[config.mk]
export PLATFORM = sky130hd
export DESIGN_NAME = ram_req_ctrl_flat
export DESIGN_NICKNAME = d
export VERILOG_FILES = /design/src/rtl/ram_req_if.sv /design/src/rtl/ram_req_ctrl.sv /design/src/flat_wrapper.sv
export SDC_FILE = /design/constraint.sdc
export NUM_CORES = 1
export LEC_CHECK = 0
export ABC_AREA = 1
export CAP_MARGIN = 20
export CORE_MARGIN = 8
export CORE_UTILIZATION = 30
export DETAILED_ROUTE_END_ITERATION = 8
export HOLD_SLACK_MARGIN = 0.06
export PLACE_DENSITY = 0.54
export SLEW_MARGIN = 0
export SYNTH_ARGS = -nofsm -noshare
export SYNTH_HDL_FRONTEND = slang
export SYNTH_SLANG_ARGS = --single-unit
[constraint.sdc]
create_clock -name clk -period 2.25 [get_ports clk]
set_input_delay 0.45 -clock clk [delete_from_list [all_inputs] [get_ports clk]]
set_output_delay 0.45 -clock clk [all_outputs]
set_load 0.005 [all_outputs]
[src/rtl/ram_req_if.sv]
// Command and read-response channels between a requester and ram_req_ctrl.
// The requester drives req_* and rsp_ready; the controller drives the rest.
interface ram_req_if #(
  parameter int ADDR  = 8,
  parameter int DATA  = 8,
  parameter int LEN_W = 4
);
  logic             req_valid;
  logic             req_ready;
  logic             req_write;
  logic [ADDR-1:0]  req_addr;
  logic [DATA-1:0]  req_wdata;
  logic [LEN_W-1:0] req_len;
  logic             rsp_valid;
  logic             rsp_ready;
  logic [DATA-1:0]  rsp_data;
  logic             rsp_last;

  modport master (
    output req_valid, req_write, req_addr, req_wdata, req_len, rsp_ready,
    input  req_ready, rsp_valid, rsp_data, rsp_last
  );

  modport slave (
    input  req_valid, req_write, req_addr, req_wdata, req_len, rsp_ready,
    output req_ready, rsp_valid, rsp_data, rsp_last
  );
endinterface

[src/rtl/ram_req_ctrl.sv]
// Request controller in front of a single-port synchronous RAM: single-beat writes,
// incrementing read bursts, and a credit-protected response FIFO for read data.
module ram_req_ctrl #(
  parameter int ADDR       = 8,
  parameter int DATA       = 8,
  parameter int LEN_W      = 4,
  parameter int FIFO_DEPTH = 4
) (
  input  logic            clk,
  input  logic            rst_n,
  ram_req_if.slave        bus,
  output logic            ram_write_enable,
  output logic [ADDR-1:0] ram_address,
  output logic [DATA-1:0] ram_data_in,
  input  logic [DATA-1:0] ram_data_out,
  output logic            busy
);
  localparam int PW = $clog2(FIFO_DEPTH);
  localparam int CW = PW + 1;

  typedef enum logic [1:0] {IDLE, WRITE, READ} state_t;

  state_t           state, state_nxt;
  logic [ADDR-1:0]  cur_addr;
  logic [DATA-1:0]  wdata_q;
  logic [LEN_W-1:0] beats_left;
  logic             inflight;
  logic             inflight_last;

  logic [DATA:0]    fifo_mem [FIFO_DEPTH];
  logic [PW-1:0]    wr_ptr, rd_ptr;
  logic [CW-1:0]    fifo_count;
  logic             fifo_empty;

  logic accept, credit, issue, push, pop;

  assign accept     = bus.req_valid && bus.req_ready;
  assign fifo_empty = (fifo_count == '0);
  // A beat already in flight has a FIFO slot reserved; same-cycle pops are ignored.
  assign credit     = (int'(fifo_count) + int'(inflight)) < FIFO_DEPTH;
  assign issue      = (state == READ) && credit;
  assign push       = inflight;
  assign pop        = bus.rsp_valid && bus.rsp_ready;

  // NOTE: sequential state uses non-blocking (<=) so every register samples pre-edge values.
  always_ff @(posedge clk or negedge rst_n) begin
    if (!rst_n) state <= IDLE;
    else        state <= state_nxt;
  end

  // NOTE: every output of a combinational block gets a default first, so no latch is inferred.
  always_comb begin
    state_nxt = state;
    unique case (state)
      IDLE:    if (accept) state_nxt = bus.req_write ? WRITE : READ;
      WRITE:   state_nxt = IDLE;
      READ:    if (issue && beats_left == '0) state_nxt = IDLE;
      default: state_nxt = IDLE;
    endcase
  end

  // RAM port is a pure decode of registered state; req_* never reach it combinationally.
  always_comb begin
    bus.req_ready    = (state == IDLE);
    ram_write_enable = (state == WRITE);
    ram_address      = cur_addr;
    ram_data_in      = wdata_q;
  end

  always_ff @(posedge clk or negedge rst_n) begin
    if (!rst_n) begin
      cur_addr      <= '0;
      wdata_q       <= '0;
      beats_left    <= '0;
      inflight      <= 1'b0;
      inflight_last <= 1'b0;
    end else begin
      if (accept) begin
        cur_addr <= bus.req_addr;
        if (bus.req_write) wdata_q    <= bus.req_wdata;
        else               beats_left <= bus.req_len;
      end else if (issue) begin
        cur_addr   <= cur_addr + ADDR'(1);
        beats_left <= beats_left - LEN_W'(1);
      end
      inflight <= issue;
      if (issue) inflight_last <= (beats_left == '0);
    end
  end

  // NOTE: FIFO storage has no reset; the empty flag gates its contents off the outputs.
  always_ff @(posedge clk) begin
    if (push) fifo_mem[wr_ptr] <= {inflight_last, ram_data_out};
  end

  always_ff @(posedge clk or negedge rst_n) begin
    if (!rst_n) begin
      wr_ptr     <= '0;
      rd_ptr     <= '0;
      fifo_count <= '0;
    end else begin
      if (push) wr_ptr <= wr_ptr + PW'(1);
      if (pop)  rd_ptr <= rd_ptr + PW'(1);
      unique case ({push, pop})
        2'b10:   fifo_count <= fifo_count + CW'(1);
        2'b01:   fifo_count <= fifo_count - CW'(1);
        default: fifo_count <= fifo_count;
      endcase
    end
  end

  always_comb begin
    bus.rsp_valid = !fifo_empty;
    {bus.rsp_last, bus.rsp_data} = fifo_empty ? '0 : fifo_mem[rd_ptr];
    busy = (state != IDLE) || inflight || !fifo_empty;
  end
endmodule

[src/flat_wrapper.sv]
// flat-port wrapper written by rule: the top's interface ports become plain ports
module ram_req_ctrl_flat 
#(
  parameter int ADDR       = 8,
  parameter int DATA       = 8,
  parameter int LEN_W      = 4,
  parameter int FIFO_DEPTH = 4
)
  (clk, rst_n, ram_write_enable, ram_address, ram_data_in, ram_data_out, busy, bus_req_valid, bus_req_write, bus_req_addr, bus_req_wdata, bus_req_len, bus_rsp_ready, bus_req_ready, bus_rsp_valid, bus_rsp_data, bus_rsp_last);
  ram_req_if #(.ADDR(ADDR), .DATA(DATA), .LEN_W(LEN_W)) bus_i ();
  input  logic clk;
  input  logic rst_n;
  output logic ram_write_enable;
  output logic [ADDR-1:0] ram_address;
  output logic [DATA-1:0] ram_data_in;
  input  logic [DATA-1:0] ram_data_out;
  output logic busy;
  input wire logic [$bits(bus_i.req_valid)-1:0] bus_req_valid;
  input wire logic [$bits(bus_i.req_write)-1:0] bus_req_write;
  input wire logic [$bits(bus_i.req_addr)-1:0] bus_req_addr;
  input wire logic [$bits(bus_i.req_wdata)-1:0] bus_req_wdata;
  input wire logic [$bits(bus_i.req_len)-1:0] bus_req_len;
  input wire logic [$bits(bus_i.rsp_ready)-1:0] bus_rsp_ready;
  output wire logic [$bits(bus_i.req_ready)-1:0] bus_req_ready;
  output wire logic [$bits(bus_i.rsp_valid)-1:0] bus_rsp_valid;
  output wire logic [$bits(bus_i.rsp_data)-1:0] bus_rsp_data;
  output wire logic [$bits(bus_i.rsp_last)-1:0] bus_rsp_last;
  assign bus_i.req_valid = bus_req_valid;
  assign bus_i.req_write = bus_req_write;
  assign bus_i.req_addr = bus_req_addr;
  assign bus_i.req_wdata = bus_req_wdata;
  assign bus_i.req_len = bus_req_len;
  assign bus_i.rsp_ready = bus_rsp_ready;
  assign bus_req_ready = bus_i.req_ready;
  assign bus_rsp_valid = bus_i.rsp_valid;
  assign bus_rsp_data = bus_i.rsp_data;
  assign bus_rsp_last = bus_i.rsp_last;
  ram_req_ctrl #(.ADDR(ADDR), .DATA(DATA), .LEN_W(LEN_W), .FIFO_DEPTH(FIFO_DEPTH)) u_core (.clk(clk), .rst_n(rst_n), .bus(bus_i), .ram_write_enable(ram_write_enable), .ram_address(ram_address), .ram_data_in(ram_data_in), .ram_data_out(ram_data_out), .busy(busy));
endmodule
==> key figures, run 1 <==
Run status
  – Outcome: complete, no violations

Timing
  – Slew @ Worst Pin: 486 ps
  – Max_slew headroom: 67.6%
  – RSZ-0062 raised after global routing: false
  – Slew Viols, Final: 0
  – Setup TNS: 0 ps
  – Count of final setup violators: 0
  – Clock Skews: 14.4 ps
  – Period utilization: 96.2%
  – Max Freq: 462 MHz
  – Hold Vio Cnt, Final: 0
  – Fin crit period: 2160 ps

Logic synthesis
  – Unique masters post-synth: 29
  – Ys async rst share: 46.3%
  – Post-synth EDFFs: 36
  – Seq/Total Area, Yosys: 59.8%
  – Synth top area share: 34.8%
  – Flops & latches, synth: 67
  – Ys flop type: edfxtp_1
  – Synth top area cells: edfxtp_1 35%, dfrtp_1 25%, nand2_1 10%, nor2_1 5.9%, o21ai_0 3.7%
  – Warnings, synthesis: 0
  – Leading area contributor after synthesis: edfxtp_1
  – Syn Nets: 373
  – Most frequent cells after synthesis: 85 x nand2_1, 49 x nor2_1, 36 x edfxtp_1
  – Syn Area/Cell: 9.38 um^2
  – Cells after Synth: 331
  – Most common cell in the netlist: nand2_1
  – Post-Syn Area: 3110 um^2

Floorplan
  – Die W: 118 um
  – CORE AREA: 10200 um^2
  – Chip height: 118 um
  – Total die area: 13900 um^2
  – IO Pins: 62
  – Initial Util: 30.5%
  – Row cnt: 37

Clocking
  – H-tree depth: 3
  – CTS tree: done
  – CTS sink cnt: 67
  – Hold Buf Count CTS: 0
  – Clock root buffer: clkbuf_8
  – Clock Pin Slew Worst Setup and Hold Paths: 80 ps
  – CTS Buffer Depth: 2
  – CTS Buf Count: 9
  – Clk Latency, worst-skew pair: 350 ps

Critical path
  – Worst endpoint data arrival time: 1710 ps
  – CP startpoint kind: register
  – CP Max Fanout: 11
  – Critical path class: register to output pin
  – Critical path data required time: 1800 ps
  – Crit path capture type: output pin

Cells and area
  – Final Util: 41.4%
  – Layout filler cell count: 1041
  – Layout Cells excl Fill: 551
  – Area grow syn2layout: 35.9%
  – Ant. Diodes: 0
  – Final nets: 452
  – Share of layout cells above drive strength 1: 12.0%

Power and ir drop
  – Pwr Total: 0.00558 W
  – Lkg Pwr: 1.82 nW
  – PD cells: 1320 nW/um^2
  – VDD IR max: 0.483 mV

Route
  – DRC: 0
  – Met2 wire len: 3.09 mm
  – WL/cell: 13.1 um
  – Final WL: 7.21 mm
  – DR top layer: met4
  – Met1 WL: 3.43 mm
  – Metal3 WL: 590 um
  – Detailed-route vias per instance: 4.33
  – Via Count: 2387
  – Drt first pass iters: 4
  – Initial DRC Count: 111
  – Remaining antenna violation count: 0

Global route
  – Vias in the first global route: 2397
  – Largest net degree at the start of global routing: 32
  – GRT Total Usage: 10.7%
  – First-pass GRT wire length: 11.9 mm
  – Gr ovfl total: 0
  – Initial antenna violation count: 0

Place
  – Post-DP HPWL: 5.04 mm
  – RePlAce Congestion: 0.729
  – Post-Place Cells: 530
  – Buffers added on ports: 61

Hold path
  – Worst min path class: register to register

Job
  – Maxcap violations: 0
-- flip-flops by register name (all words and copies together) (netlist names) --
name and flops:
u_core.beats_left 4, u_core.fifo_count 3, u_core.fifo_mem 36, u_core.inflight 1, u_core.inflight_last 1, u_core.ram_address 8, u_core.ram_data_in 8, u_core.rd_ptr 2
u_core.state 2, u_core.wr_ptr 2
-- cells in the final DEF, fill, tap and decap left out, drive strengths merged --
cell type,synthesis,layout
xnor2,1,1
o21ai,29,29
edfxtp,36,36
a21oi,12,12
xor2,3,3
nand3,21,21
clkbuf,2,9
buf,6,14
ha,8,8
nand2,89,89
o21a,1,1
clkdlybuf4s50,0,52
nand4,2,2
nor3,1,1
clkinvlp,0,3
or2,7,7
dlymetal6s2s,0,1
bufinv,0,3
clkinv,0,1
fa,1,1
dfrtp,31,31
inv,30,31
dlygate4sd2,0,8
nor2,51,51
-- routing by layer --
metal | GRT usage, % | vias up
li1 | - | 1235
met1 | 13.1 | 1083
met2 | 15.8 | 61
met3 | 5.28 | 8
met4 | 3.84 | 0
met5 | 0 | -
-- cell families (layout without fill, tap and decap cells) --
| family | after synthesis | in the layout | share of synthesized area [%] |
|---|---|---|---|
| buffers and inverters | 38 | 122 | 5.04 |
| AOI/OAI and AO/OA | 42 | 42 | 6.85 |
| adders and majority gates | 9 | 9 | 3.87 |
| xor gates and xnor gates | 4 | 4 | 1.13 |
| DFF | 67 | 67 | 59.8 |
| and+or+nand+nor | 171 | 171 | 23.3 |
-- critical path: stages, from the launching register on --
cell	delay, ps
dfrtp_1	440
nor3_2	260
buf_6	200
inv_2	30
clkdlybuf4s50_1	430
-- final cells by class --
cell class / count / area [um^2] / area share [%]
flip-flops and latches: 67 / 1860 / 44.1
multi-input cells: 226 / 1100 / 26.0
repair buffers: 75 / 719 / 17.0
well taps: 136 / 170 / 4.03
clock buffers: 9 / 124 / 2.94
clock inverters: 7 / 124 / 2.94
inverters: 30 / 119 / 2.82
repair inverters: 1 / 7.51 / 0.178
-- power by group --
part,leakage [nW],switching [W],internal [W]
Sequential,0.707,0.000307,0.00168
Clock,0.120,0.000488,0.000745
Combinational,0.991,0.00122,0.00115
Total,1.82,0.00201,0.00357
-- per-stage QoR --
stage / area, um^2 / setup slack, ps / hold slack, ps
final: 4220 / 85.8 / 483
after global routing: 4220 / 4.10 / 519
after CTS: 4200 / -110 / 486
after detailed placement: 3920 / -3.24 / 466
after global placement: 3920 / 53.9 / 463
after floorplan: 3110 / 476 / 154
-- what timing repair did --
action | 4_1_cts | 5_1_grt
setup buffers | 2 | 2
gates resized for setup | 15 | 2
pin swaps | 1 | 2
cloned | 1 | 0
endpoints found under the setup margin | 9 | 3
-- worst paths after layout --
| check | from | endpoint | slack [ps] | depth (start not counted) |
|---|---|---|---|---|
| max in group asynchronous | rst_n | u_core.rd_ptr[0]$_DFFE_PN0P_ | 1430 | 2 |
| hold reg to reg | u_core.ram_data_in[5]$_DFFE_PN0P_ | u_core.ram_data_in[5]$_DFFE_PN0P_ | 480 | 2 |
| hold / removal | u_core.ram_data_in[5]$_DFFE_PN0P_ | u_core.ram_data_in[5]$_DFFE_PN0P_ | 480 | 2 |
| setup reg to reg | u_core.fifo_count[0]$_DFFE_PN0P_ | u_core.fifo_count[2]$_DFFE_PN0P_ | 300 | 9 |
| min in group asynchronous | rst_n | u_core.fifo_count[1]$_DFFE_PN0P_ | 500 | 2 |
| setup / recovery | u_core.fifo_count[1]$_DFFE_PN0P_ | bus_rsp_valid | 90 | 4 |
Note: power is estimated with default switching activity, not from simulation.
==> inputs of run 2 (changes only) <==
GPL_TIMING_DRIVEN = 0   (was unset)
==> run 2 against run 1 <==
  * Highest routed layer unchanged
  * Register-to-register slack got worse by 40 ps
  * Fmax rose by 2.1%
  * Largest power group unchanged
  * Clock skew fell by 2.3 ps
  * Critical endpoint is now bus_rsp_data[5]
==> key figures, run 2 (same netlist as run 1, synthesis figures left out) <==
Global route
  – Gr ovfl total: 0 (unchanged)
  – Initial antenna violation count: 0 (unchanged)
  – Largest net degree at the start of global routing: 32 (unchanged)
  – GRT Total Usage: 11.2% (was 10.7%)
  – First-pass GRT wire length: 12.5 mm (was 11.9 mm)
  – Vias in the first global route: 2510 (was 2397)

Floorplan
  – Row cnt: 37 (unchanged)
  – IO Pins: 62 (unchanged)
  – CORE AREA: 10200 um^2 (unchanged)
  – Initial Util: 30.5% (unchanged)
  – Die W: 118 um (unchanged)
  – Total die area: 13900 um^2 (unchanged)
  – Chip height: 118 um (unchanged)

Timing
  – Fin crit period: 2120 ps (was 2160 ps)
  – Hold Vio Cnt, Final: 0 (unchanged)
  – Slew @ Worst Pin: 736 ps (was 486 ps)
  – Period utilization: 94.2% (was 96.2%)
  – Max Freq: 472 MHz (was 462 MHz)
  – RSZ-0062 raised after global routing: false (unchanged)
  – Clock Skews: 12.1 ps (was 14.4 ps)
  – Count of final setup violators: 0 (unchanged)
  – Setup TNS: 0 ps (unchanged)
  – Max_slew headroom: 50.9% (was 67.6%)
  – Slew Viols, Final: 0 (unchanged)

Route
  – Final WL: 7.53 mm (was 7.21 mm)
  – DRC: 0 (unchanged)
  – Detailed-route vias per instance: 4.36 (was 4.33)
  – Remaining antenna violation count: 0 (unchanged)
  – Via Count: 2403 (was 2387)
  – WL/cell: 13.7 um (was 13.1 um)
  – Initial DRC Count: 96 (was 111)
  – Drt first pass iters: 4 (unchanged)

Run status
  – Outcome: complete, no violations (unchanged)

Cells and area
  – Commonest non-fill, non-tap cells in the layout: 85 x nand2_1, 50 x clkdlybuf4s50_1, 49 x nor2_1 (was 85 x nand2_1, 52 x clkdlybuf4s50_1, 49 x nor2_1)
  – Leading cell type in the layout, fill and taps excluded: nand2_1 (unchanged)
  – Max reg flops: 36 (unchanged)
  – Ant. Diodes: 0 (unchanged)
  – Final nets: 452 (unchanged)
  – Final design area excluding fillers: 4180 um^2 (was 4220 um^2)
  – Layout Cells excl Fill: 551 (unchanged)
  – Final Util: 41.1% (was 41.4%)
  – Share of layout cells above drive strength 1: 12.0% (unchanged)
  – Area grow syn2layout: 34.7% (was 35.9%)
  – Reg with most FFs: u_core.fifo_mem (unchanged)
  – Layout filler cell count: 1050 (was 1041)

Hold path
  – Worst min path class: primary input to asynchronous set/reset pin (was register to register)

Power and ir drop
  – VDD IR max: 0.426 mV (was 0.483 mV)
  – Lkg Pwr: 1.80 nW (was 1.82 nW)
  – PD cells: 1310 nW/um^2 (was 1320 nW/um^2)

Critical path
  – Critical path class: register to output pin (unchanged)
  – Critical R2R Launch: u_core.fifo_count[0]$_DFFE_PN0P_ (unchanged)
  – Max incr delay on CP: 440 ps (about the same)
  – Worst endpoint data arrival time: 1670 ps (was 1710 ps)
  – CP startpoint kind: register (unchanged)
  – Crit-path cells: buf_6 > buf_4 > nor2_1 > nor2_1 > o21ai_0 > a21oi_1 > dlygate4sd2_1 (was nor3_2 > buf_6 > inv_2 > clkdlybuf4s50_1)
  – Cell mode on critical path: nor2_1
  – CP max-delay cell: dfrtp_2 (was dfrtp_1)
  – Worst flop-to-flop path endpoint: u_core.fifo_count[2]$_DFFE_PN0P_ (unchanged)
  – R2r worst-path depth: 8 (was 9)
  – CP Max Fanout: 7 (was 11)
  – Critical path data required time: 1800 ps (about the same)
  – Flop2flop setup slack: 260 ps (was 300 ps)
  – Crit path capture type: output pin (unchanged)

Place
  – Post-Place Cells: 528 (was 530)
  – RePlAce Congestion: 0.709 (was 0.729)
  – Buffers added on ports: 61 (unchanged)
  – Post-DP HPWL: 5.06 mm (was 5.04 mm)
  – Dpl cell area: 3880 um^2 (was 3920 um^2)

Clocking
  – Clk Latency, worst-skew pair: 340 ps (was 350 ps)
  – Clock root buffer: clkbuf_8 (unchanged)
  – CTS sink cnt: 67 (unchanged)
  – CTS Buffer Depth: 2 (unchanged)
  – CTS tree: done (unchanged)
  – CTS Buf Count: 9 (unchanged)
  – Hold Buf Count CTS: 0 (unchanged)
  – Clock Pin Slew Worst Setup and Hold Paths: 80 ps (about the same)
  – H-tree depth: 3 (unchanged)

Job
  – Maxcap violations: 0 (unchanged)
## run 2: changes by cell type in the layout (fill, tap and decap cells not counted), moves of 2 or more
cell             change
bufinv_16            -2
clkdlybuf4s50_1      -2
buf_2                +3
buf_4                -4
## run 2: report_power, final
group / switching [W] / internal (W)
logic: 0.00130 / 0.00117
clock network: 0.000525 / 0.000531
registers: 0.000279 / 0.00168
## run 2: worst max-delay path by stage
stage,endpoint,slack [ps],start,depth (start not counted)
2_1_floorplan,u_core.fifo_count[2]$_DFFE_PN0P_,480,bus_rsp_ready,8
3_3_place_gp,u_core.fifo_count[2]$_DFFE_PN0P_,-140,bus_rsp_ready,9
3_5_place_dp,u_core.fifo_count[2]$_DFFE_PN0P_,-190,bus_rsp_ready,9
4_1_cts,busy,20,u_core.fifo_count[1]$_DFFE_PN0P_,4
5_1_grt,bus_rsp_data[5],30,u_core.rd_ptr[0]$_DFFE_PN0P_,7
6_report,bus_rsp_data[5],130,u_core.rd_ptr[0]$_DFFE_PN0P_,7
## run 2: final cells by class
cell class,instances,area (um^2),share of cell area (%)
inverter,30,115,2.75
clock buffer,9,124,2.96
clock inverter,7,82.6,1.97
buffer,8,80.1,1.91
timing repair buffer,68,649,15.5
sequential,67,1860,44.4
multi-input combinational,226,1100,26.4
tap,136,170,4.07
## run 2: routing by layer
metal / GRT usage, % / share of wire [%] / vias to the layer above
met5: 0 / 0 / -
met2: 16.7 / 42 / 66
met1: 14.3 / 50 / 1094
li1: - / - / 1232
met3: 4.60 / 7.4 / 11
met4: 3.60 / 1.2 / 0
## run 2: worst max-delay path, delay by kind of cell (launching register included)
kind,cells,cell delay (ps)
AOI/OAI and AO/OA,2,180
buffers and inverters,3,580
DFF,1,440
and+or+nand+nor,2,140
## run 2: timing repair
action / CTS / global route
setup buffers: 6 / 1
gates resized for setup: 26 / 1
endpoints found under the setup margin: 11 / 3
pin swaps: 0 / 1
hold endpoints to repair: 0 / 0
## run 2: per-stage QoR
stage | power, W | worst slack [ps] | hold WS (ps)
after global routing | 0.00595 | 31.3 | 214
after floorplan | 0.00326 | 476 | 154
after global placement | 0.00434 | -144 | 462
final | 0.00548 | 130 | 157
after CTS | 0.00553 | 24.5 | 179
after detailed placement | 0.00438 | -191 | 469
==> inputs of run 3 (changes only) <==
PLACE_DENSITY = unset   (was 0.54)
clock period = 1.7 ns   (was 2.25 ns; I/O delays follow)
==> run 3 against run 2 <==
  * Sequential cell count is the same
  * Register-to-register slack lost 280 ps
  * First-iteration DRC count grew 7.3%
  * Clock power grew 16%
  * Total power grew 37%
  * Final cell count grew 2.2%
  * Largest power group unchanged
  * The run now ends with setup timing left
  * Critical path depth grew 1
  * Critical path type unchanged
==> key figures, run 3 (same netlist as run 1, synthesis figures left out) <==
Cells and area
  – Reg with most FFs: u_core.fifo_mem (unchanged)
  – Ant. Diodes: 0 (unchanged)
  – Share of layout cells above drive strength 1: 19.9% (was 12.0%)
  – Commonest non-fill, non-tap cells in the layout: 85 x nand2_1, 47 x clkdlybuf4s50_1, 42 x nor2_1 (was 85 x nand2_1, 50 x clkdlybuf4s50_1, 49 x nor2_1)
  – Final nets: 465 (was 452)
  – Max reg flops: 36 (unchanged)
  – Final design area excluding fillers: 4350 um^2 (was 4180 um^2)
  – Area grow syn2layout: 40.0% (was 34.7%)
  – Leading cell type in the layout, fill and taps excluded: nand2_1 (unchanged)

Floorplan
  – IO Pins: 62 (unchanged)
  – Initial Util: 30.5% (unchanged)
  – Die W: 118 um (unchanged)
  – CORE AREA: 10200 um^2 (unchanged)
  – Row cnt: 37 (unchanged)
  – Chip height: 118 um (unchanged)
  – Total die area: 13900 um^2 (unchanged)

Timing
  – Slew Viols, Final: 0 (unchanged)
  – Worst setup margin: -167 ps (was 130 ps)
  – RSZ-0062 raised after global routing: true (was false)
  – Count of final setup violators: 11 (was 0)
  – Hold Vio Cnt, Final: 0 (unchanged)
  – Max_slew headroom: 52.4% (was 50.9%)
  – Period utilization: 110%
  – Fin crit period: 1870 ps
  – Slew @ Worst Pin: 714 ps (was 736 ps)
  – Max Freq: 536 MHz
  – Min Hold Slack: 54.7 ps (was 157 ps)
  – Clock Skews: 11.5 ps (was 12.1 ps)

Route
  – WL/cell: 13.2 um (was 13.7 um)
  – Final WL: 7.42 mm (was 7.53 mm)
  – Remaining antenna violation count: 0 (unchanged)
  – DRC: 0 (unchanged)
  – Detailed-route vias per instance: 4.30 (was 4.36)
  – Initial DRC Count: 103 (was 96)
  – Drt first pass iters: 4 (unchanged)
  – Via Count: 2419 (was 2403)

Critical path
  – CP Max Fanout: 4 (was 7)
  – Crit path capture type: output pin (unchanged)
  – Worst endpoint data arrival time: 1530 ps (was 1670 ps)
  – Critical path data required time: 1360 ps (was 1800 ps)
  – Critical path class: register to output pin (unchanged)
  – CP startpoint kind: register (unchanged)

Clocking
  – CTS Buf Count: 9 (unchanged)
  – CTS sink cnt: 67 (unchanged)
  – CTS tree: done (unchanged)
  – H-tree depth: 3 (unchanged)
  – Hold Buf Count CTS: 0 (unchanged)
  – Clk Latency, worst-skew pair: 340 ps (about the same)
  – CTS Buffer Depth: 2 (unchanged)
  – Clock root buffer: clkbuf_8 (unchanged)
  – Clock Pin Slew Worst Setup and Hold Paths: 70 ps (was 80 ps)

Place
  – RePlAce Congestion: 0.734 (was 0.709)
  – Post-DP HPWL: 4.97 mm (was 5.06 mm)
  – Dpl cell area: 3890 um^2 (was 3880 um^2)
  – Dpl ws: -487 ps (was -191 ps)
  – Buffers added on ports: 61 (unchanged)

Global route
  – Initial antenna violation count: 0 (unchanged)
  – Largest net degree at the start of global routing: 32 (unchanged)
  – Vias in the first global route: 2561 (was 2510)
  – GRT Total Usage: 11.0% (was 11.2%)
  – First-pass GRT wire length: 12.4 mm (was 12.5 mm)
  – Gr ovfl total: 0 (unchanged)

Run status
  – Failing checks: setup timing
  – Outcome: finished, violations left (was complete, no violations)

Job
  – Maxcap violations: 0 (unchanged)

Hold path
  – Worst min path class: primary input to asynchronous set/reset pin (unchanged)

Power and ir drop
  – Lkg Pwr: 1.87 nW (was 1.80 nW)
  – VDD IR max: 0.570 mV (was 0.426 mV)
  – PD cells: 1730 nW/um^2 (was 1310 nW/um^2)
run 3: cell count changes in the layout (fill, tap and decap cells not counted), moves of 4 or more:
| cell | change |
|---|---|
| dlygate4sd2_1 | -7 |
| buf_2 | +10 |
| o21ai_0 | -10 |
| nor2_1 | -7 |
| buf_6 | +9 |
| o21ai_1 | +10 |
| nor2_2 | +4 |
run 3: timing repair:
action / 4_1_cts / 5_1_grt
cloned: 2 / 0
setup buffers: 17 / 1
setup endpoints to repair: 17 / 13
pin swaps: 13 / 7
resized for setup: 88 / 12
run 3: path summary, 6_finish.rpt:
kind	from	end	slack [ps]	depth (start not counted)
worst max-delay path	u_core.rd_ptr[0]$_DFFE_PN0P_	bus_rsp_data[6]	-170	8
min in group clk	u_core.ram_data_in[6]$_DFFE_PN0P_	u_core.ram_data_in[6]$_DFFE_PN0P_	490	2
max in group asynchronous	rst_n	u_core.rd_ptr[0]$_DFFE_PN0P_	1140	1
worst min-delay path	rst_n	u_core.ram_address[4]$_DFFE_PN0P_	50	1
worst min register to register	u_core.ram_data_in[6]$_DFFE_PN0P_	u_core.ram_data_in[6]$_DFFE_PN0P_	490	2
worst max register to register	u_core.fifo_count[2]$_DFFE_PN0P_	u_core.fifo_count[2]$_DFFE_PN0P_	-20	9
run 3: cell type report:
class                           count  area, um^2
Fill cell                         991        5840
Sequential cell                    67        1860
Timing Repair Buffer               81         762
Buffer                              8        87.6
Clock inverter                      6        57.6
Tap cell                          136         170
Multi-Input combinational cell    226        1160
Inverter                           30         120
Clock buffer                        9         124
run 3: routing by layer:
layer	global-route usage (%)	share of wire (%)	up-vias	wire, um
met4	4.72	1.1	0	81
li1	-	-	1254	-
met5	0	0	-	0
met3	3.45	5.3	7	393
met2	18.5	49	59	3640
met1	12.7	45	1099	3310
run 3: worst max-delay path: stages, from the launching register on:
cell	delay, ps
dfrtp_2	420
buf_6	130
buf_6	120
buf_6	110
nor2_4	60
nor2_1	40
o21ai_1	80
a21oi_1	100
buf_2	140
run 3: where the power goes:
| group | switching, W | internal (W) | total [W] |
|---|---|---|---|
| Clock | 0.000578 | 0.000656 | 0.00123 |
| Sequential | 0.000351 | 0.00223 | 0.00258 |
| Combinational | 0.00186 | 0.00185 | 0.00371 |
| Total | 0.00279 | 0.00474 | 0.00753 |
run 3: through the flow:
stage / TNS [ps] / utilization, % / total power [W] / std cells
after floorplan: 0 / - / 0.00434 / 331
after global placement: -16620 / 38.3 / 0.00572 / 528
after detailed placement: -5120 / 38.2 / 0.00579 / 528
after CTS: -1250 / 42.3 / 0.00752 / 562
after global routing: -2130 / 42.7 / 0.00818 / 563
final: -1040 / 42.7 / 0.00753 / 563
